===== src/rtl/seg_scan_pkg.sv =====
// Shared state encoding, polarity constants and glyph table for seg_scan_controller.
package seg_scan_pkg;

  typedef enum logic [1:0] {
    ST_IDLE  = 2'd0,
    ST_BLANK = 2'd1,
    ST_DRIVE = 2'd2
  } scan_state_e;

  localparam logic [6:0] SEG_OFF_ACTIVE_HIGH = 7'b0000000;

  // Active-high {g,f,e,d,c,b,a}; entry 0 sits in the low slice, b and d are lowercase glyphs.
  localparam logic [15:0][6:0] SEG_GLYPH = {
    7'h71, 7'h79, 7'h5E, 7'h39, 7'h7C, 7'h77, 7'h6F, 7'h7F,
    7'h07, 7'h7D, 7'h6D, 7'h66, 7'h4F, 7'h5B, 7'h06, 7'h3F
  };

  function automatic int addr_width(input int n);
    return (n > 2) ? $clog2(n) : 1;
  endfunction

endpackage


===== src/rtl/seg_scan_controller_hex_decoder.sv =====
// Combinational hex value to active-high seven-segment pattern.
module seg_hex_decoder
  import seg_scan_pkg::*;
(
  input  logic [3:0] value,
  output logic [6:0] pattern
);

  assign pattern = SEG_GLYPH[value];

endmodule


===== src/rtl/seg_scan_controller.sv =====
// Blank/drive scan of NUM_DIGITS common-anode digits through one shared hex decoder.
// Optional build macro SEG_LEADING_ZERO_BLANK_EN suppresses leading zero digits above digit 0.
module seg_scan_controller
  import seg_scan_pkg::*;
#(
  parameter int NUM_DIGITS   = 4,
  parameter int BLANK_CYCLES = 2,
  parameter int DRIVE_CYCLES = 50000,
  parameter int ACTIVE_LOW   = 1,
  localparam int ADDR_W      = addr_width(NUM_DIGITS)
) (
  input  logic                  CLK,
  input  logic                  Reset,
  input  logic                  Enable,
  input  logic                  WrEn,
  input  logic [ADDR_W-1:0]     WrAddr,
  input  logic [3:0]            WrData,
  output logic [NUM_DIGITS-1:0] Anodes,
  output logic [6:0]            Segments,
  output logic                  ScanTick
);

  // state | meaning
  // IDLE  | display dark, waiting for Enable
  // BLANK | all anodes off between digits (ghosting guard)
  // DRIVE | anode of digit idx lit with its glyph

  localparam int CNT_MAX = (BLANK_CYCLES > DRIVE_CYCLES) ? BLANK_CYCLES : DRIVE_CYCLES;
  localparam int CNT_W   = $clog2(CNT_MAX + 1);
  localparam logic [CNT_W-1:0]      BLANK_LAST = CNT_W'(BLANK_CYCLES - 1);
  localparam logic [CNT_W-1:0]      DRIVE_LAST = CNT_W'(DRIVE_CYCLES - 1);
  localparam logic [ADDR_W-1:0]     IDX_LAST   = ADDR_W'(NUM_DIGITS - 1);
  localparam logic [6:0]            SEG_OFF    = (ACTIVE_LOW != 0) ? ~SEG_OFF_ACTIVE_HIGH
                                                                   : SEG_OFF_ACTIVE_HIGH;
  localparam logic [NUM_DIGITS-1:0] AN_OFF     = (ACTIVE_LOW != 0) ? '1 : '0;

  scan_state_e           state, state_n;
  logic [ADDR_W-1:0]     idx, idx_n;
  logic [CNT_W-1:0]      cnt, cnt_n;
  logic                  wrap_n;
  logic [3:0]            digits [NUM_DIGITS];
  logic [3:0]            cur_value;
  logic [6:0]            cur_glyph;
  logic                  suppress;
  logic                  lit;
  logic [NUM_DIGITS-1:0] anode_on;

  always_comb begin
    state_n = state;
    idx_n   = idx;
    cnt_n   = cnt;
    wrap_n  = 1'b0;
    if (!Enable) begin
      state_n = ST_IDLE;
      idx_n   = '0;
      cnt_n   = '0;
    end else begin
      case (state)
        ST_IDLE: begin
          state_n = ST_BLANK;
          idx_n   = '0;
          cnt_n   = '0;
        end
        ST_BLANK: begin
          if (cnt == BLANK_LAST) begin
            state_n = ST_DRIVE;
            cnt_n   = '0;
          end else begin
            cnt_n = cnt + CNT_W'(1);
          end
        end
        ST_DRIVE: begin
          if (cnt == DRIVE_LAST) begin
            state_n = ST_BLANK;
            cnt_n   = '0;
            if (idx == IDX_LAST) begin
              idx_n  = '0;
              wrap_n = 1'b1;
            end else begin
              idx_n = idx + ADDR_W'(1);
            end
          end else begin
            cnt_n = cnt + CNT_W'(1);
          end
        end
        default: begin
          state_n = ST_IDLE;
          idx_n   = '0;
          cnt_n   = '0;
        end
      endcase
    end
  end

  // Outputs are registered from the next-state view so they line up with the state register.
  always_comb begin
    cur_value = 4'h0;
    for (int i = 0; i < NUM_DIGITS; i++) begin
      if (idx_n == ADDR_W'(i)) cur_value = digits[i];
    end
  end

`ifdef SEG_LEADING_ZERO_BLANK_EN
  always_comb begin
    suppress = 1'b0;
    for (int i = 1; i < NUM_DIGITS; i++) begin
      if (idx_n == ADDR_W'(i)) begin
        suppress = 1'b1;
        for (int j = i; j < NUM_DIGITS; j++) begin
          if (digits[j] != 4'h0) suppress = 1'b0;
        end
      end
    end
  end
`else
  assign suppress = 1'b0;
`endif

  assign lit = (state_n == ST_DRIVE) && !suppress;

  always_comb begin
    anode_on = '0;
    for (int i = 0; i < NUM_DIGITS; i++) begin
      anode_on[i] = lit && (idx_n == ADDR_W'(i));
    end
  end

  seg_hex_decoder u_decoder (
    .value   (cur_value),
    .pattern (cur_glyph)
  );

  always_ff @(posedge CLK) begin
    if (Reset) begin
      state    <= ST_IDLE;
      idx      <= '0;
      cnt      <= '0;
      Anodes   <= AN_OFF;
      Segments <= SEG_OFF;
      ScanTick <= 1'b0;
    end else begin
      state    <= state_n;
      idx      <= idx_n;
      cnt      <= cnt_n;
      Anodes   <= (ACTIVE_LOW != 0) ? ~anode_on : anode_on;
      Segments <= !lit ? SEG_OFF : ((ACTIVE_LOW != 0) ? ~cur_glyph : cur_glyph);
      ScanTick <= wrap_n;
    end
  end

  always_ff @(posedge CLK) begin
    if (Reset) begin
      for (int i = 0; i < NUM_DIGITS; i++) digits[i] <= 4'h0;
    end else if (WrEn) begin
      for (int i = 0; i < NUM_DIGITS; i++) begin
        if (WrAddr == ADDR_W'(i)) digits[i] <= WrData;
      end
    end
  end

endmodule

===== config.mk =====
export PLATFORM = sky130hd
export DESIGN_NAME = seg_scan_controller
export DESIGN_NICKNAME = d
export VERILOG_FILES = /design/src/rtl/seg_scan_pkg.sv /design/src/rtl/seg_scan_controller_hex_decoder.sv /design/src/rtl/seg_scan_controller.sv
export SDC_FILE = /design/constraint.sdc
export NUM_CORES = 1
export LEC_CHECK = 0
export CAP_MARGIN = 20
export CORE_ASPECT_RATIO = 1.4
export CORE_MARGIN = 2
export CORE_UTILIZATION = 52
export CTS_CLUSTER_SIZE = 10
export DETAILED_ROUTE_END_ITERATION = 6
export GPL_TIMING_DRIVEN = 0
export HOLD_SLACK_MARGIN = 0.02
export PLACE_DENSITY = 0.76
export SLEW_MARGIN = 40
export SYNTH_ARGS = -nofsm -noshare
export SYNTH_HDL_FRONTEND = slang
export SYNTH_SLANG_ARGS = --single-unit

===== constraint.sdc =====
create_clock -name CLK -period 3 [get_ports CLK]
set_clock_uncertainty 0.1 [all_clocks]
set_input_delay 0.6 -clock CLK [delete_from_list [all_inputs] [get_ports CLK]]
set_output_delay 0.6 -clock CLK [all_outputs]
set_load 0.01 [all_outputs]

---- Word-level counts from Yosys, hierarchy flattened ----
Memory sizes are Yosys's and may differ from the RTL's.
Cells that the tools add are included.
W data, S select, Z words.
cells by class
  $lt $le $gt $ge ......................... 1
  bitwise logic cells ..................... 10
  add/sub/neg operators ................... 2
  shifts and indexed selects .............. 0
  reduce and logical (&&, ||, !) cells .... 10
  multiplexer cells ....................... 39
  multipliers ............................. 0
  equality and inequality tests ........... 12
  div/mod/pow operators ................... 0
operators with widths
  operator                 count
  $mux W16                 2
  $mux W4                  8
  $pmux W16 S2             1
  $mux W1                  19
  $add A16 B1 Y16 const B  1
  $eq A16 B1 Y1 const B    1
  $eq A16 B16 Y1 const B   1
  $eq A2 B2 Y1 const B     7
  $mux W2                  6
  $mux W7                  1
  $not A7 Y7               1
  $eq A2 B1 Y1 const B     3
  $logic_not A2 Y1         3
  $pmux W2 S3              1
  $lt A4 B5 Y1 const B     1
  $logic_and A1 B1 Y1      4
  $not A1 Y1               4
  $not A4 Y4               1
  $or A1 B1 Y1             4
  $pmux W2 S2              1
  $reduce_or A2 Y1         2
  $reduce_or A4 Y1         1
  $add A2 B1 Y2 const B    1
storage, ports and cells
  bits in registers ....................... 32
  output and inout bits ................... 12
  word-level logic and storage cells ...... 82
  memories ................................ 2
  bits in latches ......................... 0
  memory bits (writable) .................. 16
  bits in read-only memories .............. 112
memory list
  name              depth  bits a word  read ports  clocked after Yosys merged registers in  wr ports  line                                  RTL
  (name not given)  16     7            1           0                                        0         seg_scan_controller_hex_decoder.sv:9  assign pattern = SEG_GLYPH[value];
  digits            4      4            4           0                                        4         seg_scan_controller.sv:41             logic [3:0] digits [NUM_DIGITS];

---- Longest topological paths before layout ----
Gate-level depths: netlist of the first run.
  word-level depth ........................ 13
  depth in mapped cells ................... 14
  depth with buffers taken out ............ 13

---- Cells and area by module ----
Synthesis of the first run repeated with hierarchy kept, for this count alone.
unflattened totals
  cell total of the unflattened synthesis .. 247
  area, all modules ....................... 2516.2 um^2
by module, submodules not included
  module               instances  seq. area each (um^2)  area each (um^2)  cells each
  seg_scan_controller  1          1121.1                 2228.4            214
  seg_hex_decoder      1          0.0                    287.8             33

---- Worst setup path before layout of the first run ----
No wires, ideal clock.
  path kind ............................... register to register
  from .................................... register cnt[10]
  to ...................................... register Segments[1]
  buffers on the path ..................... 0
  data arrival time ....................... 3051 ps
  slack ................................... -271 ps
  data required time ...................... 2780 ps
  stages on the path, launching flop included .. 12
  cell sequence ........................... dfxtp_1 > or4_4 > nor4_4 > mux2i_1 > mux2_2 > nand2_1 > o21ai_0 > inv_1 > ha_1 > nor2b_1 > a211oi_1 > a211o_1
between the ends
  cells in the longest elaborated chain, start to end .. 12
  elaborated cells on any way between the ends .. 23
  those cells by class .................... 6 x eq/ne; 12 x mux; 2 x bitwise; 2 x reduce/logical; 1 x memory
ends and longest elaborated chain
  what                           line                                  RTL
  from (decl)                    seg_scan_controller.sv:39             logic [CNT_W-1:0] cnt, cnt_n;
  from (signal assigned)         seg_scan_controller.sv:144            cnt <= cnt_n;
  $eq A16 B16 Y1                 seg_scan_controller.sv:73             if (cnt == DRIVE_LAST) begin
  $mux W2                        seg_scan_controller.sv:73
  $pmux W2 S2                    seg_scan_controller.sv:58             case (state)
  $mux W2                        seg_scan_controller.sv:53             if (!Enable) begin
  $logic_not A2 Y1               seg_scan_controller.sv:99             if (idx_n == ADDR_W'(i)) cur_value = digits[i];
  $mux W4 (4 in series)          seg_scan_controller.sv:99
  $mem_v2 Z16 W7                 -
  $mux W7 (implied by the code)  seg_scan_controller_hex_decoder.sv:9
  $not A7 Y7                     seg_scan_controller.sv:146            Segments <= !lit ? SEG_OFF : ((ACTIVE_LOW != 0) ? ~cur_glyph : cur_glyph);
  to (signal assigned)           seg_scan_controller.sv:146
  to (decl)                      seg_scan_controller.sv:19             output logic [6:0] Segments,
Parallel ways exist; a longest one is shown, timed or not. The select of a mux whose other input is x is not followed.
A chain may end at the register's enable or synchronous reset.

---- Worst setup path in the final report of the first run ----
  from .................................... register cnt[11]
  to ...................................... register Segments[0]
The elaborated chain is that of the path after synthesis.

==> flow_metrics.env, run 1 <==
export IMPL_async_reset_ff_share_pct=0
export IMPL_grt_first_pass_wirelength_um=9060
export IMPL_gr_usage_met3_pct=5.19
export IMPL_critPathLaunchType="flop"
export IMPL_number_of_port_buffers=21
export IMPL_cp_required_ns=3.09
export IMPL_routed_wl_um=5890
export IMPL_timing_final_crit_share_pct=99.3
export IMPL_timing_critical_path_to_type="flop"
export IMPL_status="finished clean"
export IMPL_grt_antenna_before_repair=0
export IMPL_syn_to_final_growth_pct=33.2
export IMPL_timing_setup_critical_path_class="flop to flop"
export IMPL_worstSkewPairLatency_ns=0.30
export IMPL_htree_levels=2
export IMPL_hold_path_class="flop to flop"
export IMPL_cts_inserted_buffers=5
export IMPL_tritoncts_num_sinks=48
export IMPL_hold_ws_ns=0.350
export IMPL_coreArea_mm2=0.00477
export IMPL_finalHoldViolCount=0
export IMPL_layout_cells_most_common_list="sky130_fd_sc_hd__nor2_1, sky130_fd_sc_hd__dfxtp_1, sky130_fd_sc_hd__buf_4"
export IMPL_dp_hpwl_um=3690
export IMPL_setup_tns_ns=0
export IMPL_drv_cap=0
export IMPL_synthesis_area_per_instance_um2=9.69
export IMPL_number_of_nets_in_the_synthesized_netlist=286
export IMPL_num_vias=2131
export IMPL_initialDrtViolationCount=125
export IMPL_grt_pass1_vias=2052
export IMPL_top_usage_layer="met2"
export IMPL_static_leakage_power_nw=1.26
export IMPL_gp_routability_congestion=0.832
export IMPL_finalSetupViolCount=0
export IMPL_peakVddDrop_v=0.000310
export IMPL_via_per_inst=5.62
export IMPL_grt_max_degree=16
export IMPL_cts_root_buf="sky130_fd_sc_hd__clkbuf_8"
export IMPL_fp_dieW_um=63.1
export IMPL_use_met2_pct=39.0
export IMPL_finalCriticalPeriod_ns=2.98
export IMPL_fill_cells=337
export IMPL_netlist_instances=262
export IMPL_ys_seq_elements=48
export IMPL_ys_types=53
export IMPL_clock_tree_from_tritoncts="done"
export IMPL_antenna_diode_count=0
export IMPL_critical_path_peak_fanout=6
export IMPL_layout_commonest_cell="sky130_fd_sc_hd__nor2_1"
export IMPL_pwr_dens_mw_per_mm2=383
export IMPL_yosys_warnings=0
export IMPL_drc_errors=0
export IMPL_holdBufCountCts=0
export IMPL_layout_drive_gt1_share_pct=26.3
export IMPL_starting_density_of_the_core_pct=53.3
export IMPL_top_flip_flop_cell_by_instance_count_after_synthesis="sky130_fd_sc_hd__dfxtp_1"
export IMPL_met1_track_utilization_from_global_routing_pct=22.3
export IMPL_cts_path_max_buffers=2
export IMPL_slew_violations=0
export IMPL_max_freq_ghz=0.336
export IMPL_firstDrtPassIters=4
export IMPL_grt_setup_unrepaired="true"
export IMPL_synth_yosys_seq_area_share_pct=44.1
export IMPL_total_gr_overflow=0
export IMPL_finish_net_count=338
export IMPL_io_pins=22
export IMPL_tightestPinTransition_ns=0.470
export IMPL_ant_nets=0
export IMPL_wl_per_cell_um=15.5
export IMPL_data_arrival_time_of_the_worst_path_ns=3.07
export IMPL_maxSlewHeadroom_pct=68.6
export IMPL_track_usage_pct=21.3
export IMPL_rows=30
export IMPL_floorplan_die_area_mm2=0.00547
export IMPL_worst_setup_hold_path_clk_slew_ns=0.09
export IMPL_synth_area_mm2=0.00254
export IMPL_fin_total_pwr_w=0.00130
export IMPL_floorplan_die_height_um=86.7
export IMPL_number_of_enable_flip_flop_cells_after_synthesis=16
[where the power goes]
part | internal, W | total, W | leakage, nW | switching (W)
clock network | 0.000248 | 0.000471 | 0.0585 | 0.000223
registers | 0.000687 | 0.000695 | 0.419 | 0.00000800
logic | 0.0000606 | 0.000129 | 0.780 | 0.0000686
[layer usage]
layer	part of all wire, %	wire length, um
met1	41	2410
met4	2.9	172
met3	3.3	193
met5	0	0
met2	53	3110
[worst paths after layout]
path                            slack (ns)  cells after the start                     end               start
worst max-delay path                  0.02                      8  Segments[0]$_SDFF_PP1_  cnt[11]$_SDFF_PP0_
worst min-delay path                  0.35                      1       cnt[0]$_SDFF_PP0_   cnt[0]$_SDFF_PP0_
worst max register to register        0.02                      8  Segments[0]$_SDFF_PP1_  cnt[11]$_SDFF_PP0_
worst min register to register        0.35                      1       cnt[0]$_SDFF_PP0_   cnt[0]$_SDFF_PP0_
[critical path, cell delays in order, from the launching register on]
cell                       delay, ns
sky130_fd_sc_hd__dfxtp_2        0.33
sky130_fd_sc_hd__or4_4          0.57
sky130_fd_sc_hd__or4_4          0.46
sky130_fd_sc_hd__o211ai_4       0.31
sky130_fd_sc_hd__nand2_4        0.14
sky130_fd_sc_hd__o211a_2        0.33
sky130_fd_sc_hd__or3_1          0.40
sky130_fd_sc_hd__a21oi_1        0.15
sky130_fd_sc_hd__o31ai_1        0.08
[repair_timing]
action	4_1_cts	5_1_grt
setup endpoints to repair	8	18
gates resized for setup	31	31
setup buffers	14	10
hold endpoints to repair	0	0
gates cloned	0	0
pin swaps	7	15
[kinds of logic (layout without fill, tap and decap cells)]
| kind of cell | count (synthesis) | in the layout | share of synthesized area (%) |
|---|---|---|---|
| DFF | 48 | 48 | 44.1 |
| AOI/OAI and AO/OA | 43 | 43 | 12.4 |
| and+or+nand+nor | 118 | 118 | 25.6 |
| muxes | 10 | 10 | 3.99 |
| xor gates and xnor gates | 13 | 13 | 4.48 |
| buffers and inverters | 16 | 69 | 2.51 |
| adders and majority gates | 14 | 14 | 6.90 |
[cell type report]
class	instances	area (um^2)	share of cell area [%]
buffer	6	28.8	0.851
clock buffer	5	68.8	2.03
clock inverter	3	41.3	1.22
inverter	10	40.0	1.18
multi-input combinational	198	1590	47.1
sequential	48	1130	33.5
tap	64	80.1	2.37
timing repair buffer	45	398	11.8
[cell usage after synthesis, drive strengths merged (2+ instances only)]
cell	count	area (um^2)
a211oi	2	15.0
a21oi	5	25.0
a32oi	2	17.5
and2	20	125
and3	8	50.1
clkbuf	5	18.8
dfxtp	32	641
edfxtp	16	480
ha	14	175
inv	10	37.5
mux2i	9	90.1
nand2	20	80.1
nand2b	4	25.0
nand3	4	20.0
nand4	4	25.0
nor2	33	126
nor3	4	20.0
o211ai	2	20.0
o21a	2	15.0
o21ai	10	53.8
o21bai	5	37.5
o221ai	3	26.3
or3	7	43.8
or4	5	45.0
or4b	2	20.0
xnor2	6	52.6
xor2	7	61.3
[registers in the layout, indices dropped and copies added, names as in the netlist]
name      cells
cnt          16
digits       16
Segments      7
Anodes        4
idx           2
state         2
ScanTick      1
[stage by stage]
step	area, um^2	util (%)	setup slack [ns]	std cells
3_5_place_dp	2840	59.5	-0.420	347
4_1_cts	3200	67.1	-0.00414	369
2_1_floorplan	2550	-	0.0133	262
3_3_place_gp	2840	59.5	-0.351	347
6_report	3380	70.9	0.0207	379
5_1_grt	3380	70.9	-0.0766	379
Power figures use the tool's default switching activity.
==> inputs of run 2 (changes only) <==
SKIP_CTS_REPAIR_TIMING = 1   (was default)
==> run 2 against run 1 <==
The run now ends with negative setup slack left. Combinational power shrank 3%. Critical path depth is the same. Clock power grew 1%. Count of clock-buffer cells in the layout is the same. Final cell count shrank 2.1%. Hold slack lost 0.019 ns. Sequential share of layout area grew 1.2 points. Wire length shrank 3.9%.
==> flow_metrics.env, run 2 (synthesis gave the netlist of run 1 again) <==
export IMPL_status="complete, but fails checks"
export IMPL_violations="negative setup slack"
export IMPL_critical_path_peak_fanout=5
export IMPL_io_pins=22
export IMPL_track_usage_pct=19.2
export IMPL_firstDrtPassIters=7
export IMPL_grt_pass1_vias=1806
export IMPL_hold_path_class="flop to flop"
export IMPL_num_vias=2086
export IMPL_htree_levels=2
export IMPL_cts_inserted_buffers=5
export IMPL_cts_root_buf="sky130_fd_sc_hd__clkbuf_8"
export IMPL_floorplan_die_height_um=86.7
export IMPL_postLayoutCoreUtil_pct=67.9
export IMPL_slew_violations=0
export IMPL_routed_wl_met2_um=3000
export IMPL_wl_met3_um=246
export IMPL_clock_tree_from_tritoncts="done"
export IMPL_peakVddDrop_v=0.000331
export IMPL_timing_critical_path_to_type="flop"
export IMPL_coreArea_mm2=0.00477
export IMPL_max_freq_ghz=0.318
export IMPL_grt_antenna_before_repair=0
export IMPL_dp_hpwl_um=3690
export IMPL_number_of_port_buffers=21
export IMPL_finalCriticalPeriod_ns=3.15
export IMPL_regToRegEndpoint="Segments[4]$_SDFF_PP1_"
export IMPL_data_arrival_time_of_the_worst_path_ns=3.24
export IMPL_layout_cells_most_common_list="sky130_fd_sc_hd__nor2_1, sky130_fd_sc_hd__dfxtp_1, sky130_fd_sc_hd__clkdlybuf4s50_1"
export IMPL_worstSkewPairLatency_ns=0.30
export IMPL_gp_routability_congestion=0.832
export IMPL_wl_per_cell_um=15.2
export IMPL_met1Wirelength_um=2300
export IMPL_via_per_inst=5.62
export IMPL_floorplan_die_area_mm2=0.00547
export IMPL_r2r_cells=8
export IMPL_routed_wl_um=5660
export IMPL_antenna_diode_count=0
export IMPL_cp_required_ns=3.09
export IMPL_worst_path_largest_cell_delay_ns=0.60
export IMPL_tritoncts_num_sinks=48
export IMPL_ant_nets=0
export IMPL_timing_final_crit_share_pct=105
export IMPL_r2r_slack_ns=-0.15
export IMPL_finish_net_count=330
export IMPL_grt_max_degree=16
export IMPL_crit_chain="or4_4 > or4_4 > o211ai_4 > nand2_4 > o32a_1 > nand2_2 > mux2i_1 > a221o_1"
export IMPL_finalSetupViolCount=7
export IMPL_starting_density_of_the_core_pct=53.3
export IMPL_critPathLaunchType="flop"
export IMPL_hold_critical_path_depth=1
export IMPL_tightestPinTransition_ns=0.467
export IMPL_drv_cap=0
export IMPL_timing_setup_critical_path_class="flop to flop"
export IMPL_slowest_stage="sky130_fd_sc_hd__or4_4"
export IMPL_maxSlewHeadroom_pct=68.8
export IMPL_r2r_start="cnt[12]$_SDFF_PP0_"
export IMPL_static_leakage_power_nw=1.20
export IMPL_pwr_dens_mw_per_mm2=400
export IMPL_drc_errors=0
export IMPL_syn_to_final_growth_pct=27.4
export IMPL_initialDrtViolationCount=200
export IMPL_finalHoldViolCount=0
export IMPL_layout_commonest_cell="sky130_fd_sc_hd__nor2_1"
export IMPL_grt_first_pass_wirelength_um=8170
export IMPL_layout_drive_gt1_share_pct=19.9
export IMPL_cts_path_max_buffers=2
export IMPL_finalWorstSetupSlack_ns=-0.147
export IMPL_rows=30
export IMPL_hp_start="cnt[0]$_SDFF_PP0_"
export IMPL_top_signal_layer_used="met4"
export IMPL_worst_setup_hold_path_clk_slew_ns=0.09
export IMPL_total_gr_overflow=0
export IMPL_fp_dieW_um=63.1
export IMPL_grt_setup_unrepaired="true"
export IMPL_post_place_ws_ns=-0.420
export IMPL_biggestRegsByFlops="cnt: 16 flops, digits: 16 flops, Segments: 7 flops"
export IMPL_hold_path_end="cnt[0]$_SDFF_PP0_"
export IMPL_most_common_cell_type_on_the_critical_path="sky130_fd_sc_hd__or4_4"
run 2: cell count changes in the layout (fill, tap and decap cells not counted), moves of 2 or more:
cell and change:
sky130_fd_sc_hd__buf_4 -10, sky130_fd_sc_hd__dfxtp_2 -4, sky130_fd_sc_hd__dfxtp_1 +5, sky130_fd_sc_hd__mux2i_1 +3, sky130_fd_sc_hd__mux2i_2 -2
run 2: where the power goes:
part	internal [W]	switching (W)	total (W)
combinational	0.0000570	0.0000676	0.000125
clock	0.000248	0.000228	0.000476
sequential	0.000688	0.00000686	0.000695
run 2: routing by layer:
metal / GRT usage [%] / vias up
met5: 0 / -
met4: 6.06 / 0
met3: 4.68 / 14
met2: 35.3 / 76
met1: 21.6 / 967
li1: - / 1029
run 2: per-stage QoR:
stage          cell area, um^2  TNS [ns]  hold WS [ns]  total power (W)  instances
5_1_grt                   3240     -1.37         0.361          0.00135        371
4_1_cts                   2950     -2.37         0.375          0.00127        355
3_3_place_gp              2840     -1.86         0.343         0.000799        347
2_1_floorplan             2550         0         0.329         0.000768        262
3_5_place_dp              2840     -2.27         0.353         0.000802        347
6_report                  3240    -0.600         0.332          0.00130        371
run 2: how the worst max path moves through the flow:
stage               slack (ns)  depth (start not counted)                     end               start
floorplan                 0.01                         11  Segments[1]$_SDFF_PP1_  cnt[10]$_SDFF_PP0_
global placement         -0.35                         12  Segments[1]$_SDFF_PP1_   cnt[0]$_SDFF_PP0_
detailed placement       -0.42                         12  Segments[1]$_SDFF_PP1_   cnt[0]$_SDFF_PP0_
CTS                      -0.43                         12  Segments[1]$_SDFF_PP1_   cnt[0]$_SDFF_PP0_
global route             -0.24                          9  Segments[4]$_SDFF_PP1_  cnt[12]$_SDFF_PP0_
finish                   -0.15                          8  Segments[4]$_SDFF_PP1_  cnt[12]$_SDFF_PP0_
run 2: layout make-up:
type	count	area, um^2
well taps	64	80.1
clock inverters	3	41.3
flip-flops and latches	48	1120
repair buffers	37	339
plain buffers	6	27.5
clock buffers	5	68.8
inverters	10	40.0
fillers	377	1530
multi-input cells	198	1520
run 2: critical path, delay by kind of cell (launching register included):
family	cells	cell delay, ns
simple gates	4	1.48
compound gates	3	0.99
flops	1	0.34
mux	1	0.12
==> inputs of run 3 (changes only) <==
RECOVER_POWER = 100   (was default)
SETUP_SLACK_MARGIN = 0.2   (was default)
==> run 3 against run 2 <==
The flow still finishes with violations (negative setup slack). Cell area is 0.85% higher. Core utilization is 0.58 points higher. Die area stayed put. Register-to-register slack better by 0.06 ns. Final cell count is 0.27% lower. Power is 1.4% lower. Count of clock-buffer cells in the layout is 1 higher. Sequential power hardly changed. Sequential cell count stayed put. Via count is 0.34% higher. Non-clock buffer count is 1 lower. Sequential share of layout area is 0.22 points lower. Largest power group unchanged.
==> flow_metrics.env, run 3 (synthesis gave the netlist of run 1 again) <==
export IMPL_multiInputGateArea_mm2=0.00154
export IMPL_drc_errors=0
export IMPL_maxSlewHeadroom_pct=69.9
export IMPL_critical_path_peak_fanout=7
export IMPL_stdcell_area_mm2=0.00326
export IMPL_finalWorstSetupSlack_ns=-0.0887
export IMPL_syn_to_final_growth_pct=28.5
export IMPL_worst_setup_hold_path_clk_slew_ns=0.10
export IMPL_routed_wl_um=5360
export IMPL_via_per_inst=5.66
export IMPL_setup_tns_ns=-0.306
export IMPL_hold_path_class="flop to flop"
export IMPL_finish_net_count=329
export IMPL_slew_violations=0
export IMPL_timing_critical_path_from="cnt[11]$_SDFF_PP0_"
export IMPL_timing_setup_critical_path_class="flop to flop"
export IMPL_finalCriticalPeriod_ns=3.09
export IMPL_hp_start="cnt[0]$_SDFF_PP0_"
export IMPL_dp_hpwl_um=3820
export IMPL_num_vias=2093
export IMPL_layout_commonest_cell="sky130_fd_sc_hd__nor2_1"
export IMPL_grt_antenna_before_repair=0
export IMPL_antenna_diode_count=0
export IMPL_tightestPinTransition_ns=0.451
export IMPL_layout_cells_most_common_list="sky130_fd_sc_hd__nor2_1, sky130_fd_sc_hd__dfxtp_1, sky130_fd_sc_hd__clkdlybuf4s50_1"
export IMPL_drv_cap=0
export IMPL_cp_required_ns=3.12
export IMPL_cts_root_buf="sky130_fd_sc_hd__clkbuf_8"
export IMPL_static_leakage_power_nw=1.20
export IMPL_pwr_dens_mw_per_mm2=391
export IMPL_total_gr_overflow=0
export IMPL_cts_inserted_buffers=5
export IMPL_data_arrival_time_of_the_worst_path_ns=3.20
export IMPL_post_dp_area_mm2=0.00289
export IMPL_grt_pass1_vias=1901
export IMPL_cts_path_max_buffers=2
export IMPL_ant_nets=0
export IMPL_peakVddDrop_v=0.000315
export IMPL_floorplan_die_height_um=86.7
export IMPL_finalHoldViolCount=0
export IMPL_violations="negative setup slack"
export IMPL_grt_max_degree=18
export IMPL_max_freq_ghz=0.324
export IMPL_grt_setup_unrepaired="true"
export IMPL_clock_tree_from_tritoncts="done"
export IMPL_gp_routability_congestion=0.869
export IMPL_coreArea_mm2=0.00477
export IMPL_status="complete, but fails checks"
export IMPL_initialDrtViolationCount=100
export IMPL_fp_dieW_um=63.1
export IMPL_rows=30
export IMPL_floorplan_die_area_mm2=0.00547
export IMPL_timing_critical_path_to_type="flop"
export IMPL_finalSetupViolCount=5
export IMPL_number_of_port_buffers=21
export IMPL_wl_per_cell_um=14.5
export IMPL_grt_first_pass_wirelength_um=8710
export IMPL_tritoncts_num_sinks=48
export IMPL_htree_levels=2
export IMPL_critPathLaunchType="flop"
export IMPL_timing_final_crit_share_pct=103
export IMPL_r2r_start="cnt[11]$_SDFF_PP0_"
export IMPL_ff_latch_area_mm2=0.00113
export IMPL_worstSkewPairLatency_ns=0.31
export IMPL_track_usage_pct=20.4
export IMPL_io_pins=22
export IMPL_biggestRegsByFlops="cnt: 16 flops, digits: 16 flops, Segments: 7 flops"
export IMPL_fill_cells=383
export IMPL_layout_drive_gt1_share_pct=21.9
export IMPL_firstDrtPassIters=4
export IMPL_starting_density_of_the_core_pct=53.3
-- run 3: report_power, final --
group	switching, W	leakage [nW]	internal (W)
sequential	0.00000689	0.418	0.000688
clock	0.000242	0.0589	0.000224
combinational	0.0000640	0.726	0.0000524
-- run 3: final timing paths --
check	endpoint	slack (ns)	cells past startpoint
worst max-delay path	Segments[0]$_SDFF_PP1_	-0.09	12
worst min-delay path	cnt[0]$_SDFF_PP0_	0.34	1
worst max register to register	Segments[0]$_SDFF_PP1_	-0.09	12
worst min register to register	cnt[0]$_SDFF_PP0_	0.34	1
-- run 3: layout make-up --
| class | count | share of cell area, % |
|---|---|---|
| Timing Repair Buffer | 36 | 10.0 |
| Buffer | 6 | 1.07 |
| Clock inverter | 2 | 0.613 |
| Clock buffer | 6 | 2.88 |
| Sequential cell | 48 | 34.5 |
| Tap cell | 64 | 2.45 |
| Multi-Input combinational cell | 198 | 47.1 |
| Inverter | 10 | 1.30 |
-- run 3: worst max-delay path, stage by stage (launching register included) --
cell                       delay [ns]
sky130_fd_sc_hd__dfxtp_2         0.35
sky130_fd_sc_hd__or4_4           0.58
sky130_fd_sc_hd__nor4_4          0.30
sky130_fd_sc_hd__buf_6           0.19
sky130_fd_sc_hd__buf_6           0.13
sky130_fd_sc_hd__mux2i_4         0.25
sky130_fd_sc_hd__nand2b_4        0.16
sky130_fd_sc_hd__a32oi_1         0.05
sky130_fd_sc_hd__o21a_2          0.21
sky130_fd_sc_hd__inv_4           0.11
sky130_fd_sc_hd__ha_2            0.24
sky130_fd_sc_hd__nor3_2          0.06
sky130_fd_sc_hd__o31ai_1         0.25
-- run 3: layer usage --
| metal | GRT usage (%) | up-vias | part of all wire (%) |
|---|---|---|---|
| met5 | 0 | - | 0 |
| met1 | 22.9 | 1000 | 39 |
| li1 | - | 1027 | - |
| met2 | 36.2 | 58 | 55 |
| met4 | 11.5 | 0 | 2.3 |
| met3 | 3.51 | 8 | 3.8 |
-- run 3: per-stage QoR --
step                      utilization, %  cells  hold WS (ns)  power (W)  setup slack, ns
after CTS                           63.0    355         0.380    0.00126           -0.409
after floorplan                        -    262         0.329   0.000773            0.105
after global routing                68.5    370         0.361    0.00132           -0.173
after global placement              60.6    347         0.343   0.000803           -0.299
after detailed placement            60.6    347         0.356   0.000807           -0.382
final                               68.5    370         0.336    0.00128          -0.0887
